==> config.mk <==
export PLATFORM = sky130hd
export DESIGN_NAME = uart_conf_rx
export DESIGN_NICKNAME = d
export VERILOG_FILES = /design/src/rtl/uart_pkg.sv /design/src/rtl/uart_rx_sync.sv /design/src/rtl/uart_conf_rx.sv
export SDC_FILE = /design/constraint.sdc
export NUM_CORES = 1
export LEC_CHECK = 0
export ABC_AREA = 0
export BUFFER_PORTS_ARGS = -buffer_cell sky130_fd_sc_hd__buf_2
export CORE_ASPECT_RATIO = 0.75
export CORE_MARGIN = 2
export CORE_UTILIZATION = 35
export DETAILED_ROUTE_END_ITERATION = 7
export GPL_TIMING_DRIVEN = 0
export HOLD_SLACK_MARGIN = 0.05
export PLACE_DENSITY_LB_ADDON = 0.3
export SLEW_MARGIN = 5
export SYNTH_ARGS = -nofsm -noshare
export SYNTH_HDL_FRONTEND = slang
export SYNTH_HIERARCHICAL = 1
export SYNTH_SLANG_ARGS = --single-unit
==> constraint.sdc <==
create_clock -name clk -period 6.9 [get_ports clk]
set_clock_uncertainty 0.1 [all_clocks]
set_input_delay 1.38 -clock clk [delete_from_list [all_inputs] [get_ports clk]]
set_output_delay 1.38 -clock clk [all_outputs]
set_load 0.005 [all_outputs]
==> src/rtl/uart_pkg.sv <==
// ----------------------------------------------------------------------------
// uart_pkg : state encodings shared by the configuration-packet UART receiver
// Rev 1.0
// ----------------------------------------------------------------------------
`default_nettype none

package uart_pkg;

    typedef enum logic [2:0] {
        IDLE  = 3'd0,
        START = 3'd1,
        DATA  = 3'd2,
        PAR   = 3'd3,
        STOP  = 3'd4
    } char_state_t;

    typedef enum logic [1:0] {
        HUNT    = 2'd0,
        PAYLOAD = 2'd1,
        CHECK   = 2'd2
    } pkt_state_t;

endpackage

`default_nettype wire

==> src/rtl/uart_rx_sync.sv <==
// ----------------------------------------------------------------------------
// uart_rx_sync : two-flop line synchronizer with falling-edge detect
// Rev 1.0
// ----------------------------------------------------------------------------
`default_nettype none

module uart_rx_sync (
    input  logic clk,
    input  logic rst_n,
    input  logic din,
    output logic dout,
    output logic fall
);

    // [1:0] form the synchronizer, [2] holds the previous synchronized value
    logic [2:0] sync_q;

    always_ff @(posedge clk or negedge rst_n) begin
        if (!rst_n) begin
            sync_q <= 3'b111;
        end else begin
            sync_q <= {sync_q[1:0], din};
        end
    end

    assign dout = sync_q[1];
    assign fall = sync_q[2] & ~sync_q[1];

endmodule

`default_nettype wire

==> src/rtl/uart_conf_rx.sv <==
// ----------------------------------------------------------------------------
// uart_conf_rx : UART receiver that loads a sync-headed, XOR-checked parameter packet
// Rev 1.0
// ----------------------------------------------------------------------------
`default_nettype none

module uart_conf_rx
    import uart_pkg::*;
#(
    parameter int                CLK_PER_BIT = 52,
    parameter int                DATA_W      = 8,
    parameter int                PAR_NUM     = 5,
    parameter int                PARITY_EN   = 0,
    parameter logic [DATA_W-1:0] SYNC_WORD   = 'hA5
) (
    input  logic                      clk,
    input  logic                      rst_n,
    input  logic                      uart_data,
    output logic [PAR_NUM*DATA_W-1:0] conf_par,
    output logic                      conf_valid,
    output logic                      frame_err,
    output logic                      chk_err
);

    localparam int CNT_W = $clog2(CLK_PER_BIT);
    localparam int BIT_W = $clog2(DATA_W);
    localparam int IDX_W = (PAR_NUM > 1) ? $clog2(PAR_NUM) : 1;

    localparam logic [CNT_W-1:0] HALF_CNT = CNT_W'(CLK_PER_BIT / 2 - 1);
    localparam logic [CNT_W-1:0] FULL_CNT = CNT_W'(CLK_PER_BIT - 1);
    localparam logic [BIT_W-1:0] LAST_BIT = BIT_W'(DATA_W - 1);
    localparam logic [IDX_W-1:0] LAST_IDX = IDX_W'(PAR_NUM - 1);

    logic rx;
    logic rx_fall;

    uart_rx_sync u_sync (
        .clk   (clk),
        .rst_n (rst_n),
        .din   (uart_data),
        .dout  (rx),
        .fall  (rx_fall)
    );

    char_state_t        cstate_q, cstate_d;
    logic [CNT_W-1:0]   cnt_q, cnt_d;
    logic [BIT_W-1:0]   bit_q, bit_d;
    logic [DATA_W-1:0]  data_q, data_d;
    logic               par_err_q, par_err_d;
    logic               char_valid_q, char_valid_d;
    logic               frame_err_q, frame_err_d;

    always_ff @(posedge clk or negedge rst_n) begin
        if (!rst_n) begin
            cstate_q     <= IDLE;
            cnt_q        <= '0;
            bit_q        <= '0;
            data_q       <= '0;
            par_err_q    <= 1'b0;
            char_valid_q <= 1'b0;
            frame_err_q  <= 1'b0;
        end else begin
            cstate_q     <= cstate_d;
            cnt_q        <= cnt_d;
            bit_q        <= bit_d;
            data_q       <= data_d;
            par_err_q    <= par_err_d;
            char_valid_q <= char_valid_d;
            frame_err_q  <= frame_err_d;
        end
    end

    always_comb begin
        cstate_d     = cstate_q;
        cnt_d        = cnt_q;
        bit_d        = bit_q;
        data_d       = data_q;
        par_err_d    = par_err_q;
        char_valid_d = 1'b0;
        frame_err_d  = 1'b0;
        case (cstate_q)
            IDLE: begin
                if (rx_fall) begin
                    cnt_d     = HALF_CNT;
                    par_err_d = 1'b0;
                    cstate_d  = START;
                end
            end
            START: begin
                if (cnt_q == '0) begin
                    if (!rx) begin
                        cnt_d    = FULL_CNT;
                        bit_d    = '0;
                        cstate_d = DATA;
                    end else begin
                        cstate_d = IDLE;
                    end
                end else begin
                    cnt_d = cnt_q - CNT_W'(1);
                end
            end
            DATA: begin
                if (cnt_q == '0) begin
                    data_d = {rx, data_q[DATA_W-1:1]};
                    cnt_d  = FULL_CNT;
                    if (bit_q == LAST_BIT) begin
                        cstate_d = (PARITY_EN != 0) ? PAR : STOP;
                    end else begin
                        bit_d = bit_q + BIT_W'(1);
                    end
                end else begin
                    cnt_d = cnt_q - CNT_W'(1);
                end
            end
            PAR: begin
                if (cnt_q == '0) begin
                    par_err_d = rx ^ (^data_q);
                    cnt_d     = FULL_CNT;
                    cstate_d  = STOP;
                end else begin
                    cnt_d = cnt_q - CNT_W'(1);
                end
            end
            STOP: begin
                if (cnt_q == '0) begin
                    if (!rx || par_err_q) begin
                        frame_err_d = 1'b1;
                    end else begin
                        char_valid_d = 1'b1;
                    end
                    cstate_d = IDLE;
                end else begin
                    cnt_d = cnt_q - CNT_W'(1);
                end
            end
            default: cstate_d = IDLE;
        endcase
    end

    // Packet layer: data_q stays stable while char_valid_q is high
    pkt_state_t                 pstate_q, pstate_d;
    logic [IDX_W-1:0]           idx_q, idx_d;
    logic [DATA_W-1:0]          xor_q, xor_d;
    logic [PAR_NUM*DATA_W-1:0]  shadow_q, shadow_d;
    logic [PAR_NUM*DATA_W-1:0]  conf_q, conf_d;
    logic                       conf_valid_q, conf_valid_d;
    logic                       chk_err_q, chk_err_d;

    always_ff @(posedge clk or negedge rst_n) begin
        if (!rst_n) begin
            pstate_q     <= HUNT;
            idx_q        <= '0;
            xor_q        <= '0;
            shadow_q     <= '0;
            conf_q       <= '0;
            conf_valid_q <= 1'b0;
            chk_err_q    <= 1'b0;
        end else begin
            pstate_q     <= pstate_d;
            idx_q        <= idx_d;
            xor_q        <= xor_d;
            shadow_q     <= shadow_d;
            conf_q       <= conf_d;
            conf_valid_q <= conf_valid_d;
            chk_err_q    <= chk_err_d;
        end
    end

    always_comb begin
        pstate_d     = pstate_q;
        idx_d        = idx_q;
        xor_d        = xor_q;
        shadow_d     = shadow_q;
        conf_d       = conf_q;
        conf_valid_d = 1'b0;
        chk_err_d    = 1'b0;
        if (frame_err_q) begin
            pstate_d = HUNT;
        end else if (char_valid_q) begin
            case (pstate_q)
                HUNT: begin
                    if (data_q == SYNC_WORD) begin
                        idx_d    = '0;
                        xor_d    = '0;
                        pstate_d = PAYLOAD;
                    end
                end
                PAYLOAD: begin
                    shadow_d[int'(idx_q)*DATA_W +: DATA_W] = data_q;
                    xor_d = xor_q ^ data_q;
                    if (idx_q == LAST_IDX) begin
                        pstate_d = CHECK;
                    end else begin
                        idx_d = idx_q + IDX_W'(1);
                    end
                end
                CHECK: begin
                    if (data_q == xor_q) begin
                        conf_d       = shadow_q;
                        conf_valid_d = 1'b1;
                    end else begin
                        chk_err_d = 1'b1;
                    end
                    pstate_d = HUNT;
                end
                default: pstate_d = HUNT;
            endcase
        end
    end

    assign conf_par   = conf_q;
    assign conf_valid = conf_valid_q;
    assign frame_err  = frame_err_q;
    assign chk_err    = chk_err_q;

endmodule

`default_nettype wire

==> run summary <==
Die Span Y: 112 um
Sink Count: 121
routed len/inst: 15.5 um
crit share post-route: 43.9%
fin cells: 725
# IOs: 46
grt ovf: 0
Cells after Synth: 442
Synth Area per Inst: 12.4 um^2
Synth cell types: 55
Worst setup EP type: flop
most frequent cells in the layout: 118 x dfrtp_1, 50 x buf_2, 41 x mux2_2, 35 x o21ai_0, 35 x mux2_4
launching point of the worst reg2reg path: idx_q[0]
# diodes: 0
final setup vio count: 0
Crit Path Category: flop to flop
share of the synthesized area in the top cell type: 53.8%
async set-reset flop share out of synthesis: 100%
synthesized flop and latch total: 121
met2 wire length: 5.03 mm
commonest non-fill, non-tap cell in the layout: dfrtp_1
P_leak: 3.30 nW
max-slew violations: 0
IO Port Bufs: 45
clock tree root buffer cell: clkbuf_16
core area: 15300 um^2
startpoint types: flop
Via density: 4.95
Net Sw Frac: 25.2%
fin nets: 521
Max transition margin: 61.3%
Net Sw Power: 0.467 mW
Fin. Hold Viols: 0
Slew @ Worst Pin: 573 ps
# resized after CTS: 0
total track usage: 14.4%
sequential power share: 41.1%
VDD IR max: 175 uV
dominant cell type by area after synthesis: dfrtp_1
Critical Path Start: idx_q[0]
Rows: 39
die width: 149 um
fmax: 330 MHz
combinational power share: 9.6%
Area contributors post-synth: dfrtp_1 54%, mux2_4 9.6%, mux2_2 8.4%
post-CTS setup buffer count: 0
clock buffer depth: 2
reg-to-reg slack, setup: 3870 ps
CTS tree: built
r2r worst-path depth: 9
1st-iter DRT viols: 317
synthesis-to-layout area growth: 20.6%
Final TNS setup: 0 ps
Detail Placement HPWL: 7.76 mm
WL final: 11.3 mm
largest net degree at the start of global routing: 86
layout cells sized above 1: 33.7%
total CTS buffers: 17
Period minus WS final: 3030 ps
met1 WL: 5.59 mm
Critical Path RT: 7080 ps
clock latency on the worst-skew pair: 400 ps
worst setup path end: shadow_q[32]
first-pass GRT wire length: 18.9 mm
area occupied by registers: 3030 um^2
sequential share of the synthesized area: 55.2%
total die area: 16700 um^2
Filler Cell Count: 1390
post-synth net total: 456
Mapped Area: 5490 um^2
initial antenna violation count: 0
met3 wire len: 532 um
hold-fix buffer count after cts: 0
CTS H-tree lvls: 4
synthesis warning total: 6
Clock transition at path regs: 60 ps
Max Used Layer: met4
number of flops mapped to enable cells by yosys: 0
max_cap viols: 0
multi-input logic area: 2250 um^2
via count: 3592
drt drc: 0
HP Class: flop to flop
Inst Count DP: 693
routability cong.: 0.870
final hold slack: 256 ps
P_int: 1.38 mW
outcome: completed
CP Max Fanout: 10
RSZ-0062 raised after global routing: no
Initial Utilization: 35.9%
vias in the first global route: 3634
first-pass iteration count of the detailed router: 5
pwr/cell area: 280 nW/um^2
RR Endpoint: shadow_q[32]
clock network power share: 49.3%
Antenna Nets Post-Route: 0
critical path arrival: 3210 ps
Post-synth top flop: dfrtp_1
[synthesized netlist by cell type, types with 3 or more instances]
cell	instances
clkbuf_1	7
xnor2_1	11
mux2_4	35
nor3_1	6
buf_4	3
a21oi_1	11
nor2b_1	6
nand2_1	29
inv_1	18
nand2b_1	6
o211ai_1	3
mux2_2	41
dfstp_2	3
buf_6	5
buf_2	6
ha_1	11
dfrtp_1	118
nand3_1	10
nor2_1	28
o22ai_1	3
nor4b_1	3
o21ai_0	35
xor2_1	3
[per-stage QoR]
| step | total power, mW | area [um^2] | worst slack [ps] | utilization (%) |
|---|---|---|---|---|
| 4_1_cts | 1.87 | 6620 | 3910 | 43.3 |
| 2_1_floorplan | 0.899 | 5490 | 4370 | - |
| 3_3_place_gp | 0.941 | 5970 | 2820 | 39.1 |
| 6_report | 1.85 | 6620 | 3870 | 43.3 |
| 3_5_place_dp | 0.950 | 6000 | 3940 | 39.3 |
| 5_1_grt | 1.94 | 6620 | 3730 | 43.3 |
[routing by layer]
| metal | global-route usage [%] | vias to the layer above |
|---|---|---|
| met4 | 3.75 | 0 |
| met1 | 21.2 | 1820 |
| li1 | - | 1679 |
| met3 | 3.50 | 12 |
| met5 | 0 | - |
| met2 | 21.4 | 81 |
[sequential cells by signal, indices dropped and copies added, names as in the netlist]
signal / cells
shadow_q: 40
pstate_q: 2
xor_q: 8
char_valid_q: 1
cstate_q: 3
data_q: 8
chk_err: 1
u_sync/sync_q: 3
idx_q: 3
cnt_q: 6
conf_valid: 1
bit_q: 3
conf_par: 40
frame_err: 1
par_err_q: 1
[power groups by stage]
stage / Clock (mW) / Sequential (mW) / Combinational, mW
3_3_place_gp: 0 / 0.771 / 0.170
5_1_grt: 0.968 / 0.764 / 0.204
4_1_cts: 0.933 / 0.759 / 0.178
6_report: 0.913 / 0.760 / 0.178
3_5_place_dp: 0 / 0.771 / 0.179
2_1_floorplan: 0 / 0.765 / 0.134
[worst min-delay path by stage]
| stage | startpoint | endpoint | slack, ps | cells past startpoint |
|---|---|---|---|---|
| 2_1_floorplan | u_sync/sync_q[0] | u_sync/sync_q[1] | 250 | 0 |
| 3_3_place_gp | u_sync/sync_q[0] | u_sync/sync_q[1] | 250 | 0 |
| 3_5_place_dp | u_sync/sync_q[0] | u_sync/sync_q[1] | 250 | 0 |
| 4_1_cts | u_sync/sync_q[0] | u_sync/sync_q[1] | 260 | 0 |
| 5_1_grt | u_sync/sync_q[0] | u_sync/sync_q[1] | 260 | 0 |
| 6_report | u_sync/sync_q[0] | u_sync/sync_q[1] | 260 | 0 |
[final cells by class]
type	count	share of cell area [%]
clock inverter	14	2.80
timing repair buffer	46	3.91
multi-input combinational	280	34.0
buffer	23	2.16
inverter	18	1.02
tap	205	3.88
clock buffer	18	6.48
sequential	121	45.8
[critical path, cell delays in order (launching register included)]
cell      delay (ps)
dfrtp_1          350
clkbuf_1         310
inv_1             80
ha_1             240
ha_1             200
clkbuf_1         210
nor4b_1          540
and3b_1          250
buf_2            260
mux2_2           370
[logic make-up (layout without fill, tap and decap cells)]
kind of cell               count (synthesis)  count (layout)  synth area share, %
DFF                                      121             121                 55.2
xor gates and xnor gates                  14              14                 2.23
buffers and inverters                     41             119                 3.83
AOI/OAI and AO/OA                         69              69                 7.50
and+or+nand+nor                          108             108                 10.3
adders and majority gates                 12              12                 2.69
muxes                                     77              77                 18.2
Note: power is estimated with default switching activity, not from simulation.
